## src/rtl/seq_detect_arbiter.sv

```systemverilog
// seq_detect_arbiter: round-robin sharing of one serial pattern detector among N bit lanes.
// Each grant starts from a cleared window and samples at most BURST bits from its lane.
module seq_detect_arbiter #(
  parameter int              N       = 4,
  parameter int              PLEN    = 3,
  parameter logic [PLEN-1:0] PATTERN = 3'b110,
  parameter int              BURST   = 8
) (
  input  logic                 clk,
  input  logic                 rst,
  input  logic [N-1:0]         req,
  input  logic [N-1:0]         in,
  output logic [N-1:0]         gnt,
  output logic                 busy,
  output logic                 match,
  output logic [$clog2(N)-1:0] match_id,
  output logic                 done
);
  localparam int         IW      = $clog2(N);
  localparam logic [7:0] BURST_C = 8'(BURST);
  localparam logic [7:0] PLEN_C  = 8'(PLEN);

  typedef enum logic [1:0] {IDLE, GRANT, GAP} state_t;

  state_t          state, state_n;
  logic [N-1:0]    gnt_n;
  logic [IW-1:0]   last, last_n, match_id_n, winner;
  logic [PLEN-1:0] window, window_n;
  logic [7:0]      count, count_n;
  logic            match_n, done_n;

  // First requester found searching upward from the one after the previous winner.
  function automatic logic [IW-1:0] rr_pick(input logic [N-1:0] r, input logic [IW-1:0] l);
    logic [IW-1:0] pick;
    logic          found;
    int            c;
    pick  = '0;
    found = 1'b0;
    for (int k = 1; k <= N; k++) begin
      c = (int'(l) + k) % N;
      if (!found && r[c]) begin
        found = 1'b1;
        pick  = IW'(c);
      end
    end
    return pick;
  endfunction

  assign winner = rr_pick(req, last);

  always_comb begin
    state_n    = state;
    gnt_n      = gnt;
    last_n     = last;
    window_n   = window;
    count_n    = count;
    match_n    = 1'b0;
    match_id_n = match_id;
    done_n     = 1'b0;
    case (state)
      IDLE: begin
        if (req != '0) begin
          gnt_n         = '0;
          gnt_n[winner] = 1'b1;
          last_n        = winner;
          window_n      = '0;
          count_n       = '0;
          state_n       = GRANT;
        end
      end
      GRANT: begin
        // The owning lane is always 'last'; other lanes are ignored until the grant ends.
        if (req[last]) begin
          window_n   = {window[PLEN-2:0], in[last]};
          count_n    = count + 8'd1;
          match_n    = (count_n >= PLEN_C) && (window_n == PATTERN);
          match_id_n = last;
          if (count_n == BURST_C) begin
            state_n = GAP;
            gnt_n   = '0;
            done_n  = 1'b1;
          end
        end else begin
          state_n = GAP;
          gnt_n   = '0;
          done_n  = 1'b1;
        end
      end
      GAP: begin
        state_n = IDLE;
      end
      default: begin
        state_n = IDLE;
        gnt_n   = '0;
      end
    endcase
  end

  always_ff @(posedge clk or posedge rst) begin
    if (rst) begin
      state    <= IDLE;
      gnt      <= '0;
      last     <= IW'(N - 1);
      window   <= '0;
      count    <= '0;
      match    <= 1'b0;
      match_id <= '0;
      done     <= 1'b0;
    end else begin
      state    <= state_n;
      gnt      <= gnt_n;
      last     <= last_n;
      window   <= window_n;
      count    <= count_n;
      match    <= match_n;
      match_id <= match_id_n;
      done     <= done_n;
    end
  end

  assign busy = (state != IDLE);

endmodule

```

## config.mk

```make
export PLATFORM = sky130hd
export DESIGN_NAME = seq_detect_arbiter
export DESIGN_NICKNAME = d
export VERILOG_FILES = /design/src/rtl/seq_detect_arbiter.sv
export SDC_FILE = /design/constraint.sdc
export NUM_CORES = 1
export LEC_CHECK = 0
export ABC_AREA = 1
export CAP_MARGIN = 30
export CORE_ASPECT_RATIO = 0.5
export CORE_MARGIN = 3
export CORE_UTILIZATION = 30
export CTS_BUF_LIST = sky130_fd_sc_hd__clkbuf_2
export CTS_CLUSTER_SIZE = 28
export DETAILED_ROUTE_END_ITERATION = 10
export GPL_TIMING_DRIVEN = 0
export MAX_ROUTING_LAYER = met4
export PLACE_DENSITY = 0.59
export SLEW_MARGIN = 20
export SYNTH_ARGS = -nofsm -noshare
export SYNTH_HDL_FRONTEND = slang
export SYNTH_SLANG_ARGS = --single-unit
```

## constraint.sdc

```tcl
create_clock -name clk -period 1.8 [get_ports clk]
set_clock_uncertainty 0.2 [all_clocks]
set_input_delay 0.27 -clock clk [delete_from_list [all_inputs] [get_ports clk]]
set_output_delay 0.27 -clock clk [all_outputs]
set_load 0.03 [all_outputs]
```

==> impl_metrics.env, run 1 <==
export IMPL_run_status="complete, but fails checks"
export IMPL_failing_checks="negative setup slack"
export IMPL_met2RoutedLength_um=1750
export IMPL_synth_top_area_share_pct=35.5
export IMPL_vdd_drop_max_mv=0.725
export IMPL_core_mm2=0.00420
export IMPL_worst_reg2reg_setup_slack_ns=-0.09
export IMPL_tightest_slew_ns=0.359
export IMPL_dr_total_vias=1359
export IMPL_fin_area_mm2=0.00206
export IMPL_cts_tree="done"
export IMPL_dieWidth_um=103
export IMPL_cts_max_path_buffers=2
export IMPL_post_dp_cell_area_mm2=0.00166
export IMPL_grt_antenna_before_repair=0
export IMPL_drc=0
export IMPL_final_period_utilization_pct=105
export IMPL_post_synth_most_frequent_cells="sky130_fd_sc_hd__nand2_1, sky130_fd_sc_hd__nand3_1, sky130_fd_sc_hd__inv_1"
export IMPL_setup_worst_path_start_class="flip-flop"
export IMPL_crit_path_top_delay_cell="sky130_fd_sc_hd__dfrtp_1"
export IMPL_max_slew_margin_pct=75.9
export IMPL_synth_area_per_cell_um2=7.55
export IMPL_worst_path_dominant_cell_family="simple AND/OR/NAND/NOR gates"
export IMPL_leakage_dissipation_nw=1.02
export IMPL_yosysUniqueCellTypes=28
export IMPL_drive_gt1_share_pct=38.4
export IMPL_die_height_um=54.5
export IMPL_htreeDepth=1
export IMPL_final_setup_viol_count=7
export IMPL_worst_path_max_fanout=4
export IMPL_cell_area_synth_mm2=0.00141
export IMPL_cts_root_cell="sky130_fd_sc_hd__clkbuf_2"
export IMPL_first_global_vias=1292
export IMPL_cp_startpoint="count[1]$_DFFE_PP0P_"
export IMPL_hp_class="flip-flop to flip-flop"
export IMPL_route_final_wire_length_um=3460
export IMPL_final_core_util_pct=49.0
export IMPL_maxClockFrequency_mhz=529
export IMPL_wl_met3_um=67
export IMPL_synth_most_common_cell="sky130_fd_sc_hd__nand2_1"
export IMPL_design_portCount=19
export IMPL_routed_via_count_divided_by_cell_count=4.80
export IMPL_unrepaired_setup_endpoints_after_global_routing="yes"
export IMPL_gp_congestion=0.825
export IMPL_n_antenna_cell=0
export IMPL_ant_nets=0
export IMPL_initial_utilization_pct=33.6
export IMPL_worst_setup_path_end_kind="flip-flop"
export IMPL_rr_startpoint="count[1]$_DFFE_PP0P_"
export IMPL_grt_use_total_pct=13.6
export IMPL_power_density_cell_area_mw_per_mm2=1580
export IMPL_fill_cells=404
export IMPL_worst_hold_startpoint="gnt[3]$_DFFE_PP0P_"
export IMPL_dp_hpwl_um=2390
export IMPL_yosysSeqAreaShare_pct=39.2
export IMPL_grt_max_degree=23
export IMPL_post_synth_main_area_contributors="sky130_fd_sc_hd__dfrtp_1, sky130_fd_sc_hd__nand2_1, sky130_fd_sc_hd__nand3_1, sky130_fd_sc_hd__nand2_2, sky130_fd_sc_hd__inv_1"
export IMPL_post_drt_wl_per_cell_um=12.2
export IMPL_whs_ns=0.301
export IMPL_detailed_router_s_first_iteration_violation_count=53
export IMPL_drt_pass1_iter_count=4
export IMPL_syn_num_nets=199
export IMPL_wl_met1_um=1570
export IMPL_seqCellArea_um2=554
export IMPL_placementRows=16
export IMPL_cts_sinks=22
export IMPL_multiInputGateArea_um2=932
export IMPL_final_setup_worst_slack_ns=-0.0914
export IMPL_top_layer_used="met4"
export IMPL_worst_path_buf_inv=0
export IMPL_layout_nets=242
export IMPL_timing_final_crit_period_ns=1.89
export IMPL_synthDominantAreaCellType="sky130_fd_sc_hd__dfrtp_1"
export IMPL_warnings_from_yosys=0
export IMPL_crit_type="flip-flop to flip-flop"
export IMPL_report_final_slew_viol_count=0
export IMPL_number_of_enable_flip_flop_cells_after_synthesis=0
export IMPL_p_total_mw=3.26
export IMPL_slowest_delay_ns=0.47
export IMPL_io_buffers=18
export IMPL_globalRouteOverflowTotal=0
export IMPL_design_die_area_mm2=0.00561
export IMPL_max_cap_violations=0
export IMPL_tritoncts_num_buffers=3
export IMPL_worstPathCellList="ha_4, nand3_4, nor2_4, nand2_1, nand2_1, nand2_2, nor2_4, nand3_4, nand2_4, nand2_4, nand2_1, nand2_1"
export IMPL_clk_insertion_delay_late_ns=0.35
export IMPL_cts_reportedPaths_clkPinSlew_ns=0.24
export IMPL_synthCells=187
export IMPL_ys_flop_type="sky130_fd_sc_hd__dfrtp_1"
export IMPL_synth_seq_cells=22
export IMPL_synthToLayoutAreaGrowth_pct=46.1
export IMPL_synth_async_sr_flop_share_pct=100
export IMPL_grt_first_pass_wirelength_um=5720
export IMPL_crit_required_ns=1.84
export IMPL_worst_path_most_repeated_cell="sky130_fd_sc_hd__nand2_1"
export IMPL_critPathArrivalTime_ns=1.93
export IMPL_final_hold_violation_count=0
worst reg2reg max path, delay by kind of cell, from the launching register on:
family        cells  cell delay (ns)
fa+ha+maj         1             0.18
flops             1             0.47
simple gates     11             0.92
timing repair:
action                                  in CTS  in global routing
pin swaps                                   11                 24
endpoints found under the hold margin        0                  6
endpoints found under the setup margin      31                 23
setup buffers                               12                  8
gates cloned                                 0                  0
gates resized for setup                     31                 38
hold buffers                                 0                  1
routing by layer:
metal,track usage (%),vias to the layer above
met1,15.9,646
met4,3.87,0
met2,24.3,14
met3,2.67,9
li1,-,690
met5,-,-
cell families after synthesis:
family                   synth area share [%]
adder cells (fa/ha/maj)                  1.77
AO/OA/AOI/OAI                            8.87
flip-flops                               39.2
AND/OR/NAND/NOR                          38.6
buffers and inverters                    9.75
XOR/XNOR                                 1.86
area by class of cell:
cell class	count	area share (%)
clock buffers	4	0.971
inverters	24	4.73
plain buffers	3	2.00
repair buffers	39	16.9
flip-flops and latches	22	26.9
multi-input cells	137	45.2
well taps	54	3.28
final timing paths:
check / to / depth (start not counted)
min: gnt[3]$_DFFE_PP0P_ / 2
max: gnt[3]$_DFFE_PP0P_ / 12
min in group asynchronous: count[5]$_DFFE_PP0P_ / 3
max in group asynchronous: last[0]$_DFFE_PP1P_ / 4
min reg2reg: gnt[3]$_DFFE_PP0P_ / 2
max reg2reg: gnt[3]$_DFFE_PP0P_ / 12
sequential cells by signal, indices dropped and copies added, names as in the netlist:
register	cells
count	8
gnt	4
last	2
match_id	2
state	2
window	2
done	1
match	1
where the power goes:
part | switching (mW) | internal, mW
combinational | 1.37 | 0.912
sequential | 0.111 | 0.648
clock | 0.156 | 0.0587
total | 1.64 | 1.62
placed cells by master, fill, tap and decap left out, drive strengths merged:
| cell | Yosys | layout |
|---|---|---|
| nand2 | 65 | 65 |
| nand3 | 25 | 25 |
| inv | 24 | 24 |
| buf | 4 | 24 |
| dfrtp | 20 | 20 |
| nor2 | 15 | 15 |
| o21ai | 14 | 14 |
| clkdlybuf4s50 | 0 | 9 |
| dlygate4sd2 | 0 | 8 |
| nand4 | 5 | 5 |
| clkbuf | 0 | 4 |
| o22ai | 2 | 2 |
| a31oi | 2 | 2 |
| dfstp | 2 | 2 |
| xor2 | 2 | 2 |
| ha | 2 | 2 |
| o31ai | 1 | 1 |
| a21boi | 1 | 1 |
| a21o | 1 | 1 |
| xnor2 | 1 | 1 |
| nor3 | 1 | 1 |
| dlygate4sd3 | 0 | 1 |
stage by stage:
step / TNS, ns / instances / worst slack, ns
after CTS: -0.421 / 275 / -0.0855
after global routing: -2.02 / 283 / -0.196
final: -0.417 / 283 / -0.0914
after global placement: -5.11 / 259 / -0.392
after detailed placement: -5.39 / 259 / -0.411
after floorplan: 0 / 187 / 0.0217
No activity file was read; power rests on OpenSTA's default activity.
==> inputs of run 2 (changes only) <==
--- a/config.mk
+++ b/config.mk
@@ -8,14 +8,13 @@
 export ABC_AREA = 1
 export CAP_MARGIN = 30
 export CORE_ASPECT_RATIO = 0.5
-export CORE_MARGIN = 3
-export CORE_UTILIZATION = 30
+export CORE_UTILIZATION = 37
 export CTS_BUF_LIST = sky130_fd_sc_hd__clkbuf_2
 export CTS_CLUSTER_SIZE = 28
 export DETAILED_ROUTE_END_ITERATION = 10
 export GPL_TIMING_DRIVEN = 0
 export MAX_ROUTING_LAYER = met4
-export PLACE_DENSITY = 0.59
+export PLACE_DENSITY = 0.68
 export SLEW_MARGIN = 20
 export SYNTH_ARGS = -nofsm -noshare
 export SYNTH_HDL_FRONTEND = slang
==> impl_metrics.env, run 2 (same netlist as run 1, synthesis figures left out) <==
export IMPL_gp_congestion=0.841
export IMPL_regMostFlops="count"
export IMPL_tritoncts_num_buffers=3
export IMPL_largest_register_ff_count=8
export IMPL_globalRouteOverflowTotal=0
export IMPL_setup_worst_path_start_class="flip-flop"
export IMPL_first_global_vias=1215
export IMPL_final_core_util_pct=55.1
export IMPL_max_cap_violations=0
export IMPL_ant_nets=0
export IMPL_drive_gt1_share_pct=33.3
export IMPL_whs_ns=0.152
export IMPL_leakage_dissipation_nw=0.963
export IMPL_io_buffers=18
export IMPL_drc=0
export IMPL_post_drt_wl_per_cell_um=11.8
export IMPL_maxClockFrequency_mhz=532
export IMPL_core_mm2=0.00355
export IMPL_unrepaired_setup_endpoints_after_global_routing="yes"
export IMPL_detailed_router_s_first_iteration_violation_count=22
export IMPL_cts_tree="done"
export IMPL_crit_required_ns=1.89
export IMPL_largestRegisters="count: 8 flops, gnt: 4 flops"
export IMPL_hold_buffers=0
export IMPL_cts_reportedPaths_clkPinSlew_ns=0.23
export IMPL_multiInputGateArea_um2=918
export IMPL_htreeDepth=1
export IMPL_grt_use_total_pct=17.6
export IMPL_synthToLayoutAreaGrowth_pct=38.4
export IMPL_worst_setup_path_end_kind="flip-flop"
export IMPL_die_height_um=45.7
export IMPL_final_period_utilization_pct=104
export IMPL_grt_max_degree=23
export IMPL_final_setup_worst_slack_ns=-0.0794
export IMPL_report_final_slew_viol_count=0
export IMPL_crit_type="flip-flop to flip-flop"
export IMPL_dieWidth_um=89.3
export IMPL_max_slew_margin_pct=44.0
export IMPL_worst_path_max_fanout=6
export IMPL_final_setup_viol_count=7
export IMPL_n_antenna_cell=0
export IMPL_final_hold_violation_count=0
export IMPL_seqCellArea_um2=554
export IMPL_most_frequent_standard_cell_in_the_layout_excluding_fill_and_tap_cells="sky130_fd_sc_hd__nand2_1"
export IMPL_design_die_area_mm2=0.00408
export IMPL_clk_insertion_delay_late_ns=0.34
export IMPL_power_density_cell_area_mw_per_mm2=1600
export IMPL_timing_final_crit_period_ns=1.88
export IMPL_layoutNonFillerInstCount=270
export IMPL_hp_class="primary input to async pin"
export IMPL_placementRows=15
export IMPL_tightest_slew_ns=0.838
export IMPL_vdd_drop_max_mv=0.760
export IMPL_run_status="complete, but fails checks"
export IMPL_cts_sinks=22
export IMPL_grt_antenna_before_repair=0
export IMPL_dp_hpwl_um=2300
export IMPL_p_total_mw=3.13
export IMPL_drt_pass1_iter_count=5
export IMPL_cts_root_cell="sky130_fd_sc_hd__clkbuf_2"
export IMPL_dr_total_vias=1298
export IMPL_design_portCount=19
export IMPL_failing_checks="negative setup slack"
export IMPL_mostFrequentLayoutCells="sky130_fd_sc_hd__nand2_1, sky130_fd_sc_hd__inv_1, sky130_fd_sc_hd__dfrtp_1"
export IMPL_route_final_wire_length_um=3190
export IMPL_fill_cells=334
export IMPL_initial_utilization_pct=39.8
export IMPL_grt_first_pass_wirelength_um=5210
export IMPL_path_depth_of_the_worst_reg2reg_path=10
export IMPL_cts_max_path_buffers=2
export IMPL_critPathArrivalTime_ns=1.96
export IMPL_layout_nets=232
export IMPL_routed_via_count_divided_by_cell_count=4.81
export IMPL_placed_cells_incl_taps=256
-- run 2: changes by cell type in the layout (fill, tap and decap cells not counted), moves of 2 or more --
cell                      change
sky130_fd_sc_hd__buf_6        -2
sky130_fd_sc_hd__nand2_1      +4
sky130_fd_sc_hd__nand2_4      +3
sky130_fd_sc_hd__nand2_2      -7
sky130_fd_sc_hd__nor2_2       +2
sky130_fd_sc_hd__buf_4        -6
sky130_fd_sc_hd__nor2_4       -2
-- run 2: worst paths after layout --
kind                                startpoint                    end  slack [ns]
max                        last[0]$_DFFE_PP1P_     gnt[0]$_DFFE_PP0P_       -0.08
min                                        rst  window[1]$_DFFE_PP0P_        0.15
max reg2reg                last[0]$_DFFE_PP1P_     gnt[0]$_DFFE_PP0P_       -0.08
min reg2reg                 gnt[3]$_DFFE_PP0P_     gnt[3]$_DFFE_PP0P_        0.30
max in group asynchronous                  rst   count[2]$_DFFE_PP0P_        0.69
min in group clk            gnt[3]$_DFFE_PP0P_     gnt[3]$_DFFE_PP0P_        0.30
-- run 2: per-stage QoR --
step                      area, µm²  TNS [ns]  setup slack, ns
final                          1950    -0.218          -0.0794
after global routing           1950     -2.20           -0.181
after CTS                      1830    -0.438           -0.101
after detailed placement       1660     -4.71           -0.360
after global placement         1660     -4.65           -0.379
after floorplan                1410         0           0.0217
-- run 2: where the power goes --
group / switching (mW) / leakage [nW] / internal, mW
clock network: 0.157 / 0.0166 / 0.0587
registers: 0.110 / 0.288 / 0.648
logic: 1.34 / 0.659 / 0.819
-- run 2: area by class of cell --
class	count	share of cell area, %
plain buffers	3	2.11
flip-flops and latches	22	28.4
well taps	51	3.27
multi-input cells	137	47.0
clock buffers	4	1.02
inverters	24	5.00
repair buffers	29	13.2
-- run 2: worst max-delay path, stage by stage, from the launching register on --
cell	delay (ns)
sky130_fd_sc_hd__dfstp_2	0.63
sky130_fd_sc_hd__inv_4	0.05
sky130_fd_sc_hd__buf_8	0.13
sky130_fd_sc_hd__nand2_2	0.07
sky130_fd_sc_hd__nand2_4	0.07
sky130_fd_sc_hd__nand2_2	0.10
sky130_fd_sc_hd__a21boi_4	0.19
sky130_fd_sc_hd__nand2_1	0.08
sky130_fd_sc_hd__nor2_2	0.14
sky130_fd_sc_hd__nand4_1	0.10
sky130_fd_sc_hd__nand2_1	0.07
-- run 2: what timing repair did --
action,CTS,global route
buffers inserted,11,0
endpoints found under the hold margin,0,0
pin swaps,13,14
endpoints found under the setup margin,31,23
resized for setup,34,27
-- run 2: routing by layer --
metal | GRT usage (%) | vias to the layer above | share of wire [%]
li1 | - | 667 | -
met1 | 22.0 | 616 | 47
met2 | 28.9 | 13 | 51
met3 | 4.35 | 2 | 2.3
met4 | 5.40 | 0 | 0.22
met5 | - | - | 0
==> inputs of run 3 (changes only) <==
--- a/config.mk
+++ b/config.mk
@@ -9,7 +9,7 @@
 export CAP_MARGIN = 30
 export CORE_ASPECT_RATIO = 0.5
 export CORE_UTILIZATION = 37
-export CTS_BUF_LIST = sky130_fd_sc_hd__clkbuf_2
+export CTS_BUF_LIST = sky130_fd_sc_hd__clkbuf_8
 export CTS_CLUSTER_SIZE = 28
 export DETAILED_ROUTE_END_ITERATION = 10
 export GPL_TIMING_DRIVEN = 0
==> impl_metrics.env, run 3 (same netlist as run 1, synthesis figures left out) <==
export IMPL_dp_hpwl_um=2300
export IMPL_die_height_um=45.7
export IMPL_tightest_slew_ns=0.832
export IMPL_max_slew_margin_pct=44.4
export IMPL_post_dp_cell_area_mm2=0.00166
export IMPL_maxClockFrequency_mhz=535
export IMPL_design_die_area_mm2=0.00408
export IMPL_placementRows=15
export IMPL_setup_worst_path_start_class="flip-flop"
export IMPL_htreeDepth=1
export IMPL_cts_sinks=22
export IMPL_ant_nets=0
export IMPL_reg2reg_to="gnt[0]$_DFFE_PP0P_"
export IMPL_drt_pass1_iter_count=4
export IMPL_largest_register_ff_count=8
export IMPL_most_frequent_standard_cell_in_the_layout_excluding_fill_and_tap_cells="sky130_fd_sc_hd__nand2_1"
export IMPL_final_setup_worst_slack_ns=-0.0684
export IMPL_cts_root_cell="sky130_fd_sc_hd__clkbuf_8"
export IMPL_final_period_utilization_pct=104
export IMPL_synthToLayoutAreaGrowth_pct=43.2
export IMPL_route_final_wire_length_um=3370
export IMPL_mostFrequentLayoutCells="sky130_fd_sc_hd__nand2_1, sky130_fd_sc_hd__inv_1, sky130_fd_sc_hd__dfrtp_1"
export IMPL_drive_gt1_share_pct=33.5
export IMPL_crit_required_ns=1.76
export IMPL_cts_tree="done"
export IMPL_worst_path_max_fanout=6
export IMPL_failing_checks="negative setup slack"
export IMPL_first_global_vias=1239
export IMPL_final_hold_violation_count=0
export IMPL_grt_max_degree=23
export IMPL_hp_class="primary input to async pin"
export IMPL_fin_area_mm2=0.00202
export IMPL_layout_nets=237
export IMPL_routed_via_count_divided_by_cell_count=4.82
export IMPL_grt_first_pass_wirelength_um=5390
export IMPL_dr_total_vias=1326
export IMPL_cts_reportedPaths_clkPinSlew_ns=0.08
export IMPL_crit_type="flip-flop to flip-flop"
export IMPL_cts_max_path_buffers=2
export IMPL_core_mm2=0.00355
export IMPL_rr_startpoint="last[0]$_DFFE_PP1P_"
export IMPL_grt_use_total_pct=18.4
export IMPL_globalRouteOverflowTotal=0
export IMPL_run_status="complete, but fails checks"
export IMPL_tritoncts_num_buffers=3
export IMPL_final_setup_viol_count=6
export IMPL_max_cap_violations=0
export IMPL_dieWidth_um=89.3
export IMPL_clk_insertion_delay_late_ns=0.27
export IMPL_leakage_dissipation_nw=0.993
export IMPL_worst_reg2reg_setup_slack_ns=-0.07
export IMPL_n_antenna_cell=0
export IMPL_unrepaired_setup_endpoints_after_global_routing="yes"
export IMPL_pre_cts_slack_ns=-0.360
export IMPL_critPathArrivalTime_ns=1.83
export IMPL_path_depth_of_the_worst_reg2reg_path=12
export IMPL_largestRegisters="count: 8 flops, gnt: 4 flops"
export IMPL_grt_antenna_before_repair=0
export IMPL_timing_final_crit_period_ns=1.87
export IMPL_design_portCount=19
export IMPL_vdd_drop_max_mv=0.683
export IMPL_gp_congestion=0.841
export IMPL_report_final_slew_viol_count=0
export IMPL_regMostFlops="count"
export IMPL_final_core_util_pct=57.0
export IMPL_drc=0
export IMPL_whs_ns=0.258
export IMPL_post_drt_wl_per_cell_um=12.3
export IMPL_initial_utilization_pct=39.8
export IMPL_p_total_mw=3.40
export IMPL_power_density_cell_area_mw_per_mm2=1680
export IMPL_detailed_router_s_first_iteration_violation_count=30
export IMPL_io_buffers=18
export IMPL_worst_setup_path_end_kind="flip-flop"
==> run 3: worst max path at each step <==
stage                                 to  slack, ns                 from
finish                gnt[0]$_DFFE_PP0P_      -0.07  last[0]$_DFFE_PP1P_
global route          gnt[0]$_DFFE_PP0P_      -0.16  last[0]$_DFFE_PP1P_
CTS                   gnt[1]$_DFFE_PP0P_      -0.08  last[0]$_DFFE_PP1P_
detailed placement  count[0]$_DFFE_PP0P_      -0.36               req[3]
global placement    count[0]$_DFFE_PP0P_      -0.38               req[3]
floorplan             gnt[3]$_DFFE_PP0P_       0.02  last[0]$_DFFE_PP1P_
==> run 3: cell type report <==
cell class,instances,area [µm²]
Buffer,3,41.3
Fill cell,309,1530
Multi-Input combinational cell,137,908
Clock inverter,1,3.75
Inverter,24,95.1
Sequential cell,22,554
Tap cell,51,63.8
Clock buffer,3,41.3
Timing Repair Buffer,34,313
==> run 3: routing by layer <==
layer  vias up  track usage [%]  routed length [µm]
met2        12             30.5                1710
li1        676                -                   -
met4         0             5.40                  19
met5         -                -                   0
met1       634             22.4                1550
met3         4             4.89                  92
==> run 3: critical path, stage by stage, from the launching register on <==
cell and delay (ns):
sky130_fd_sc_hd__dfstp_2 0.60, sky130_fd_sc_hd__inv_4 0.05, sky130_fd_sc_hd__buf_8 0.13, sky130_fd_sc_hd__nand2_4 0.06
sky130_fd_sc_hd__nand2_4 0.07, sky130_fd_sc_hd__nand2_4 0.08, sky130_fd_sc_hd__nand2_4 0.06, sky130_fd_sc_hd__nor2_4 0.14
sky130_fd_sc_hd__nand2_4 0.08, sky130_fd_sc_hd__nor2_4 0.12, sky130_fd_sc_hd__nor2_4 0.05, sky130_fd_sc_hd__nand4_1 0.06
sky130_fd_sc_hd__nand2_1 0.05
==> run 3: where the power goes <==
| part | total, mW | switching, mW | internal, mW |
|---|---|---|---|
| Combinational | 2.32 | 1.39 | 0.934 |
| Sequential | 0.762 | 0.112 | 0.650 |
| Clock | 0.318 | 0.165 | 0.153 |
| Total | 3.40 | 1.66 | 1.74 |
==> run 3: timing repair <==
action                                  4_1_cts  5_1_grt
pin swaps                                    13       15
cloned                                        0        0
endpoints found under the setup margin       24       24
setup buffers                                13        3
gates resized for setup                      24       26
hold buffers                                  0        0
==> run 3: per-stage QoR <==
stage | TNS [ns] | cells
finish | -0.195 | 275
global route | -1.82 | 275
CTS | -0.296 | 273
detailed placement | -4.71 | 256
global placement | -4.65 | 256
floorplan | 0 | 187
